**config.mk**
```make
export PLATFORM = sky130hd
export DESIGN_NAME = ulpi_link_ctrl
export DESIGN_NICKNAME = d
export VERILOG_FILES = /design/src/rtl/ulpi_link_ctrl.sv
export SDC_FILE = /design/constraint.sdc
export NUM_CORES = 2
export LEC_CHECK = 0
export ABC_AREA = 1
export BUFFER_PORTS_ARGS = -buffer_cell sky130_fd_sc_hd__buf_4
export CELL_PAD_IN_SITES_DETAIL_PLACEMENT = 1
export CELL_PAD_IN_SITES_GLOBAL_PLACEMENT = 1
export CORE_MARGIN = 3
export CORE_UTILIZATION = 41
export CTS_BUF_LIST = sky130_fd_sc_hd__clkbuf_8
export DETAILED_ROUTE_END_ITERATION = 10
export HOLD_SLACK_MARGIN = 0.15
export PLACE_DENSITY_LB_ADDON = 0.3
export SLEW_MARGIN = 20
export SYNTH_ARGS = -nofsm -noshare
export SYNTH_HDL_FRONTEND = slang
export SYNTH_SLANG_ARGS = --single-unit
```
**constraint.sdc**
```tcl
create_clock -name clk -period 24.9 [get_ports clk]
set_clock_uncertainty 0.15 [all_clocks]
set_input_delay 4.98 -clock clk [delete_from_list [all_inputs] [get_ports clk]]
set_output_delay 4.98 -clock clk [all_outputs]
set_load 0.1 [all_outputs]
```
**src/rtl/ulpi_link_ctrl.sv**
```systemverilog
// ULPI link-side controller.
// Bridges a byte/packet interface to a ULPI PHY bus. All ULPI pins, including the
// PHY's 60 MHz clock, are sampled as data on the faster system clock. Bus decisions
// are taken only in the single system cycle that follows a rising ulpi_clk ("tick").
//
// Ports
//   clk, rst                   system clock, asynchronous active-high reset
//   ulpi_clk/dir/nxt/data_in   PHY pins, registered once before use
//   ulpi_data_out, ulpi_stp    link-driven bus pins
//   tx_start/payload/len       transmit request (payload byte 0 in the top bits)
//   tx_ready/busy/done/abort   transmit status; done and abort are 1-cycle pulses
//   rx_data/rx_valid           received data byte and its strobe
//   rx_cmd/rx_cmd_valid        received RX CMD byte and its strobe
//   rx_active/eop/err/count    receive packet framing and byte count

module ulpi_link_ctrl #(
    parameter int unsigned MAX_BYTES = 66,
    parameter logic [7:0]  TX_CMD    = 8'h40,
    parameter int unsigned LEN_W     = 7
) (
    input  logic                   clk,
    input  logic                   rst,
    input  logic                   ulpi_clk,
    input  logic                   ulpi_dir,
    input  logic                   ulpi_nxt,
    input  logic [7:0]             ulpi_data_in,
    output logic [7:0]             ulpi_data_out,
    output logic                   ulpi_stp,
    input  logic                   tx_start,
    input  logic [MAX_BYTES*8-1:0] tx_payload,
    input  logic [LEN_W-1:0]       tx_len,
    output logic                   tx_ready,
    output logic                   tx_busy,
    output logic                   tx_done,
    output logic                   tx_abort,
    output logic [7:0]             rx_data,
    output logic                   rx_valid,
    output logic [7:0]             rx_cmd,
    output logic                   rx_cmd_valid,
    output logic                   rx_active,
    output logic                   rx_eop,
    output logic                   rx_err,
    output logic [LEN_W-1:0]       rx_count
);

    localparam logic [2:0] StIdle   = 3'd0;
    localparam logic [2:0] StTxCmd  = 3'd1;
    localparam logic [2:0] StTxData = 3'd2;
    localparam logic [2:0] StTxStop = 3'd3;
    localparam logic [2:0] StTurn   = 3'd4;
    localparam logic [2:0] StRx     = 3'd5;

    logic                   ulpi_clk_q, ulpi_clk_qq, dir_q, nxt_q;
    logic [7:0]             din_q;
    logic                   tick;

    logic [2:0]             state_q, state_d;
    logic [LEN_W-1:0]       idx_q, idx_d;
    logic [LEN_W-1:0]       len_q, len_d;
    logic [MAX_BYTES*8-1:0] payload_q, payload_d;
    logic                   tx_done_q, tx_done_d;
    logic                   tx_abort_q, tx_abort_d;
    logic [7:0]             rx_data_q, rx_data_d;
    logic                   rx_valid_q, rx_valid_d;
    logic [7:0]             rx_cmd_q, rx_cmd_d;
    logic                   rx_cmd_valid_q, rx_cmd_valid_d;
    logic                   rx_active_q, rx_active_d;
    logic                   rx_eop_q, rx_eop_d;
    logic                   rx_err_q, rx_err_d;
    logic [LEN_W-1:0]       rx_count_q, rx_count_d;

    assign tick = ulpi_clk_q & ~ulpi_clk_qq;

    always_comb begin
        state_d        = state_q;
        idx_d          = idx_q;
        len_d          = len_q;
        payload_d      = payload_q;
        tx_done_d      = 1'b0;
        tx_abort_d     = 1'b0;
        rx_data_d      = rx_data_q;
        rx_valid_d     = 1'b0;
        rx_cmd_d       = rx_cmd_q;
        rx_cmd_valid_d = 1'b0;
        rx_active_d    = rx_active_q;
        rx_eop_d       = 1'b0;
        rx_err_d       = 1'b0;
        rx_count_d     = rx_count_q;

        case (state_q)
            StIdle: begin
                // IDLE is only ever entered with dir_q low, so a high level here is
                // a rising edge; it wins over a simultaneous tx_start.
                if (dir_q) begin
                    state_d = StTurn;
                end else if (tx_start) begin
                    if (tx_len == '0) begin
                        tx_done_d = 1'b1;
                    end else begin
                        payload_d = tx_payload;
                        len_d     = (tx_len > LEN_W'(MAX_BYTES)) ? LEN_W'(MAX_BYTES) : tx_len;
                        idx_d     = '0;
                        state_d   = StTxCmd;
                    end
                end
            end
            StTxCmd: begin
                if (dir_q) begin
                    tx_abort_d = 1'b1;
                    state_d    = StTurn;
                end else if (tick && nxt_q) begin
                    idx_d   = '0;
                    state_d = StTxData;
                end
            end
            StTxData: begin
                if (dir_q) begin
                    tx_abort_d = 1'b1;
                    state_d    = StTurn;
                end else if (tick && nxt_q) begin
                    // Payload shifts so the byte on the bus is always the top one.
                    payload_d = payload_q << 8;
                    if ((idx_q + 1'b1) == len_q) begin
                        state_d = StTxStop;
                    end else begin
                        idx_d = idx_q + 1'b1;
                    end
                end
            end
            StTxStop: begin
                if (tick) begin
                    tx_done_d = 1'b1;
                    state_d   = dir_q ? StTurn : StIdle;
                end
            end
            StTurn: begin
                if (!dir_q) begin
                    state_d = StIdle;
                end else if (tick) begin
                    state_d = StRx;
                end
            end
            StRx: begin
                if (!dir_q) begin
                    state_d = StIdle;
                    if (rx_active_q) begin
                        rx_eop_d    = 1'b1;
                        rx_active_d = 1'b0;
                    end
                end else if (tick) begin
                    if (nxt_q) begin
                        rx_data_d  = din_q;
                        rx_valid_d = 1'b1;
                        if (rx_count_q != {LEN_W{1'b1}}) begin
                            rx_count_d = rx_count_q + 1'b1;
                        end
                    end else begin
                        rx_cmd_d       = din_q;
                        rx_cmd_valid_d = 1'b1;
                        if (din_q[5:4] == 2'b01) begin
                            rx_active_d = 1'b1;
                            if (!rx_active_q) begin
                                rx_count_d = '0;
                            end
                        end else if (din_q[5:4] == 2'b11) begin
                            // Error ends the packet without an end-of-packet strobe.
                            rx_err_d    = 1'b1;
                            rx_active_d = 1'b0;
                        end else begin
                            rx_active_d = 1'b0;
                            rx_eop_d    = rx_active_q;
                        end
                    end
                end
            end
            default: state_d = StIdle;
        endcase
    end

    always_ff @(posedge clk or posedge rst) begin
        if (rst) begin
            ulpi_clk_q     <= 1'b0;
            ulpi_clk_qq    <= 1'b0;
            dir_q          <= 1'b0;
            nxt_q          <= 1'b0;
            din_q          <= '0;
            state_q        <= StIdle;
            idx_q          <= '0;
            len_q          <= '0;
            payload_q      <= '0;
            tx_done_q      <= 1'b0;
            tx_abort_q     <= 1'b0;
            rx_data_q      <= '0;
            rx_valid_q     <= 1'b0;
            rx_cmd_q       <= '0;
            rx_cmd_valid_q <= 1'b0;
            rx_active_q    <= 1'b0;
            rx_eop_q       <= 1'b0;
            rx_err_q       <= 1'b0;
            rx_count_q     <= '0;
        end else begin
            ulpi_clk_q     <= ulpi_clk;
            ulpi_clk_qq    <= ulpi_clk_q;
            dir_q          <= ulpi_dir;
            nxt_q          <= ulpi_nxt;
            din_q          <= ulpi_data_in;
            state_q        <= state_d;
            idx_q          <= idx_d;
            len_q          <= len_d;
            payload_q      <= payload_d;
            tx_done_q      <= tx_done_d;
            tx_abort_q     <= tx_abort_d;
            rx_data_q      <= rx_data_d;
            rx_valid_q     <= rx_valid_d;
            rx_cmd_q       <= rx_cmd_d;
            rx_cmd_valid_q <= rx_cmd_valid_d;
            rx_active_q    <= rx_active_d;
            rx_eop_q       <= rx_eop_d;
            rx_err_q       <= rx_err_d;
            rx_count_q     <= rx_count_d;
        end
    end

    // Bus outputs decode flops only; dir_q gating releases the bus in the very
    // cycle the PHY is seen taking it.
    always_comb begin
        ulpi_data_out = 8'h00;
        if (!dir_q) begin
            if (state_q == StTxCmd) begin
                ulpi_data_out = TX_CMD;
            end else if (state_q == StTxData) begin
                ulpi_data_out = payload_q[MAX_BYTES*8-1 -: 8];
            end
        end
    end

    assign ulpi_stp     = (state_q == StTxStop);
    assign tx_ready     = (state_q == StIdle) && !dir_q;
    assign tx_busy      = (state_q == StTxCmd) || (state_q == StTxData) || (state_q == StTxStop);
    assign tx_done      = tx_done_q;
    assign tx_abort     = tx_abort_q;
    assign rx_data      = rx_data_q;
    assign rx_valid     = rx_valid_q;
    assign rx_cmd       = rx_cmd_q;
    assign rx_cmd_valid = rx_cmd_valid_q;
    assign rx_active    = rx_active_q;
    assign rx_eop       = rx_eop_q;
    assign rx_err       = rx_err_q;
    assign rx_count     = rx_count_q;

endmodule

```
==> results.py <==
metrics = {
    "outcome": {
        "status": "finished clean",
    },
    "setup_path": {
        "endpoint_kind": "flip-flop",
        "required_ns": 25.34,
        "arrival_ns": 9.67,
        "cp-startpoint": "tx_len[3]",
        "critPathMaxFanout": 112,
        "worstSetupPathType": "in2reg",
        "start_kind": "input pin",
        "crit-reg2reg-launch": "state_q[2]",
    },
    "power_and_ir_drop": {
        "vdd_drop_max_mv": 0.0525,
        "p_clk_share_pct": 24.8,
        "intPower_uw": 2230,
        "p_per_area_mw_per_mm2": 101,
        "p_switching_uw": 1290,
        "p_sw_share_pct": 36.6,
        "p_comb_share_pct": 31.6,
        "power.leakage_uw": 0.0181,
        "pwr-share-seq_pct": 43.6,
    },
    "drt": {
        "wl_per_cell_um": 17.4,
        "drt_first_pass_iters": 5,
        "viasPerCell": 4.94,
        "ant_nets": 0,
        "drt-total-wl_um": 91100,
        "drt_iter0_drc": 1464,
        "vias": 25800,
        "drcViolationCount": 0,
    },
    "yosys": {
        "synth_cells": 3729,
        "synth_edf_count": 0,
        "yosysSeqAreaShare_pct": 51.8,
        "syn_area_per_cell_um2": 7.60,
        "ys_ff_latch": 587,
        "synthArstFlopShare_pct": 100,
        "syn-num-nets": 4280,
        "ys_types": 32,
        "ys.warnings.count": 0,
        "ys.flop_type": "dfrtp_1",
        "syn_area_mm2": 0.0283,
    },
    "floorplanning": {
        "design.core.area_mm2": 0.0679,
        "io_pins": 590,
        "fp.dieH_um": 269,
        "die_w_um": 269,
        "start_util_pct": 41.8,
        "die-area_mm2": 0.0723,
        "row_count": 95,
    },
    "placed_design": {
        "routabilityCongestion": 0.817,
        "port_buffers": 589,
        "post-place-ws_ns": 14.78,
        "place_hpwl_um": 64400,
    },
    "grt": {
        "grt_max_degree": 271,
        "grt_pass1_wl_um": 140000,
        "grt_pass1_vias": 26500,
        "track_usage_pct": 24.5,
        "antenna_found_initial": 29,
        "overflow": 0,
    },
    "timing": {
        "hold_viol": 0,
        "min_period_ns": 9.23,
        "rsz0062_at_grt": "no",
        "finalMaxSlewViolations": 0,
        "max_freq_ghz": 0.108,
        "tightest_slew_ns": 1.09,
        "setup_viol": 0,
        "fin_ws_ns": 15.67,
        "relSlewSlack_pct": 27.6,
        "final.setup.tns_ns": 0,
        "finalCritPeriodShare_pct": 37.1,
    },
    "clock_network": {
        "clkLatencyLatePin_ns": 0.69,
        "clk_pin_slew_ns": 0.06,
        "cts_tree": "done",
        "h-tree-depth": 3,
        "ctsResizeCount": 0,
        "cts_buffer_depth": 3,
        "cts-hold-fix-buffers": 0,
        "cts_root_buf": "clkbuf_8",
        "cts_sinks": 587,
        "post-cts-setup-buffer-count": 0,
        "numCtsBuffers": 102,
    },
    "hold_path": {
        "hold_class": "reg2reg",
        "worstHoldStart": "ulpi_clk_q",
    },
    "finish": {
        "areaGrowthSynthToFinish_pct": 23.6,
        "fillers": 8530,
        "final_cell_mix": "nand2_1, o21ai_0, inv_1, buf_4, dfrtp_1",
        "nets": 4760,
        "layout_commonest_cell": "nand2_1",
        "drive_above_1_share_pct": 17.8,
    },
    "flow_run": {
        "maxCapViolCount": 0,
    },
}
## sequential cells by signal, summed over array words and instances, names as in the netlist, 3 cells and up
signal and cells:
payload_q 528, din_q 8, rx_cmd 8, rx_data 8
idx_q 7, len_q 7, rx_count 7, state_q 3
## synth_stat cells, types with 2 or more instances
cell / number / share of area (%)
a21oi_1: 6 / 0.11
buf_2: 80 / 1.4
buf_4: 52 / 1.4
buf_6: 6 / 0.24
clkbuf_1: 99 / 1.3
dfrtp_1: 587 / 52
ha_1: 2 / 0.088
inv_1: 581 / 7.7
inv_2: 6 / 0.079
nand2_1: 1136 / 15
nand3_1: 28 / 0.49
nand4_1: 4 / 0.088
nor2_1: 29 / 0.38
nor3_1: 9 / 0.16
o21ai_0: 625 / 11
o21ai_1: 460 / 8.1
o22ai_1: 3 / 0.066
or2_2: 2 / 0.044
## final timing paths
path | endpoint | slack, ns | depth (start not counted)
min in group asynchronous | payload_q[469] | 4.27 | 2
worst max-delay path | payload_q[60] | 15.67 | 15
max in group asynchronous | payload_q[31] | 17.43 | 5
worst max register to register | payload_q[60] | 19.10 | 11
worst min-delay path | ulpi_clk_qq | 0.23 | 0
worst min register to register | ulpi_clk_qq | 0.23 | 0
## final cells by class
cell class	count	area [um2]	share of cell area [%]
Multi-Input combinational cell	2317	10200	29.2
Clock inverter	55	275	0.786
Inverter	588	2210	6.32
Tap cell	921	1150	3.29
Clock buffer	127	1750	4.99
Timing Repair Buffer	613	4670	13.3
Sequential cell	587	14700	41.9
Antenna cell	23	57.6	0.164
## cell families after synthesis
kind of cell	count (synthesis)	synth area share, %
flip-flops	587	51.8
XOR/XNOR	2	0.0618
buffers and inverters	825	12.1
AND/OR/NAND/NOR	1212	16.3
AO/OA/AOI/OAI	1101	19.5
adder cells (fa/ha/maj)	2	0.0883
## power by group through the flow
stage	logic (uW)	clock network, uW	registers (uW)
finish	1110	874	1540
global route	1270	942	1580
CTS	1130	899	1540
detailed placement	1110	0	1550
global placement	1060	0	1520
floorplan	701	0	1620
## routing by layer
metal | share of wire, % | track usage (%) | vias to the layer above | wire [um]
li1 | - | - | 12600 | -
met5 | 0.094 | 0 | - | 86
met3 | 4.5 | 4.49 | 181 | 4110
met1 | 42 | 30.6 | 12400 | 38500
met4 | 3.7 | 11.1 | 12 | 3360
met2 | 49 | 41.5 | 537 | 45000
## critical path, cell delays in order
cell	delay, ns
buf_4	0.08
inv_1	0.04
nand2_1	0.06
nor2_1	0.05
nand4_1	0.09
nand2_1	0.11
nor2_4	0.32
inv_2	0.14
a21oi_4	0.30
buf_4	0.63
buf_6	0.64
buf_4	0.83
buf_4	0.90
nand2_1	0.16
o21ai_1	0.14
## through the flow
stage	power, uW	utilization [%]	cell area, um2	hold slack [ns]	std cells
final	3520	51.6	35000	0.235	5231
after global routing	3790	51.6	35000	0.245	5229
after CTS	3560	51.5	34900	0.234	5207
after detailed placement	2660	48.5	32900	0.225	5025
after global placement	2590	48.5	32900	0.214	5025
after floorplan	2320	-	28300	0.204	3729
(Power assumes the default switching activity.)
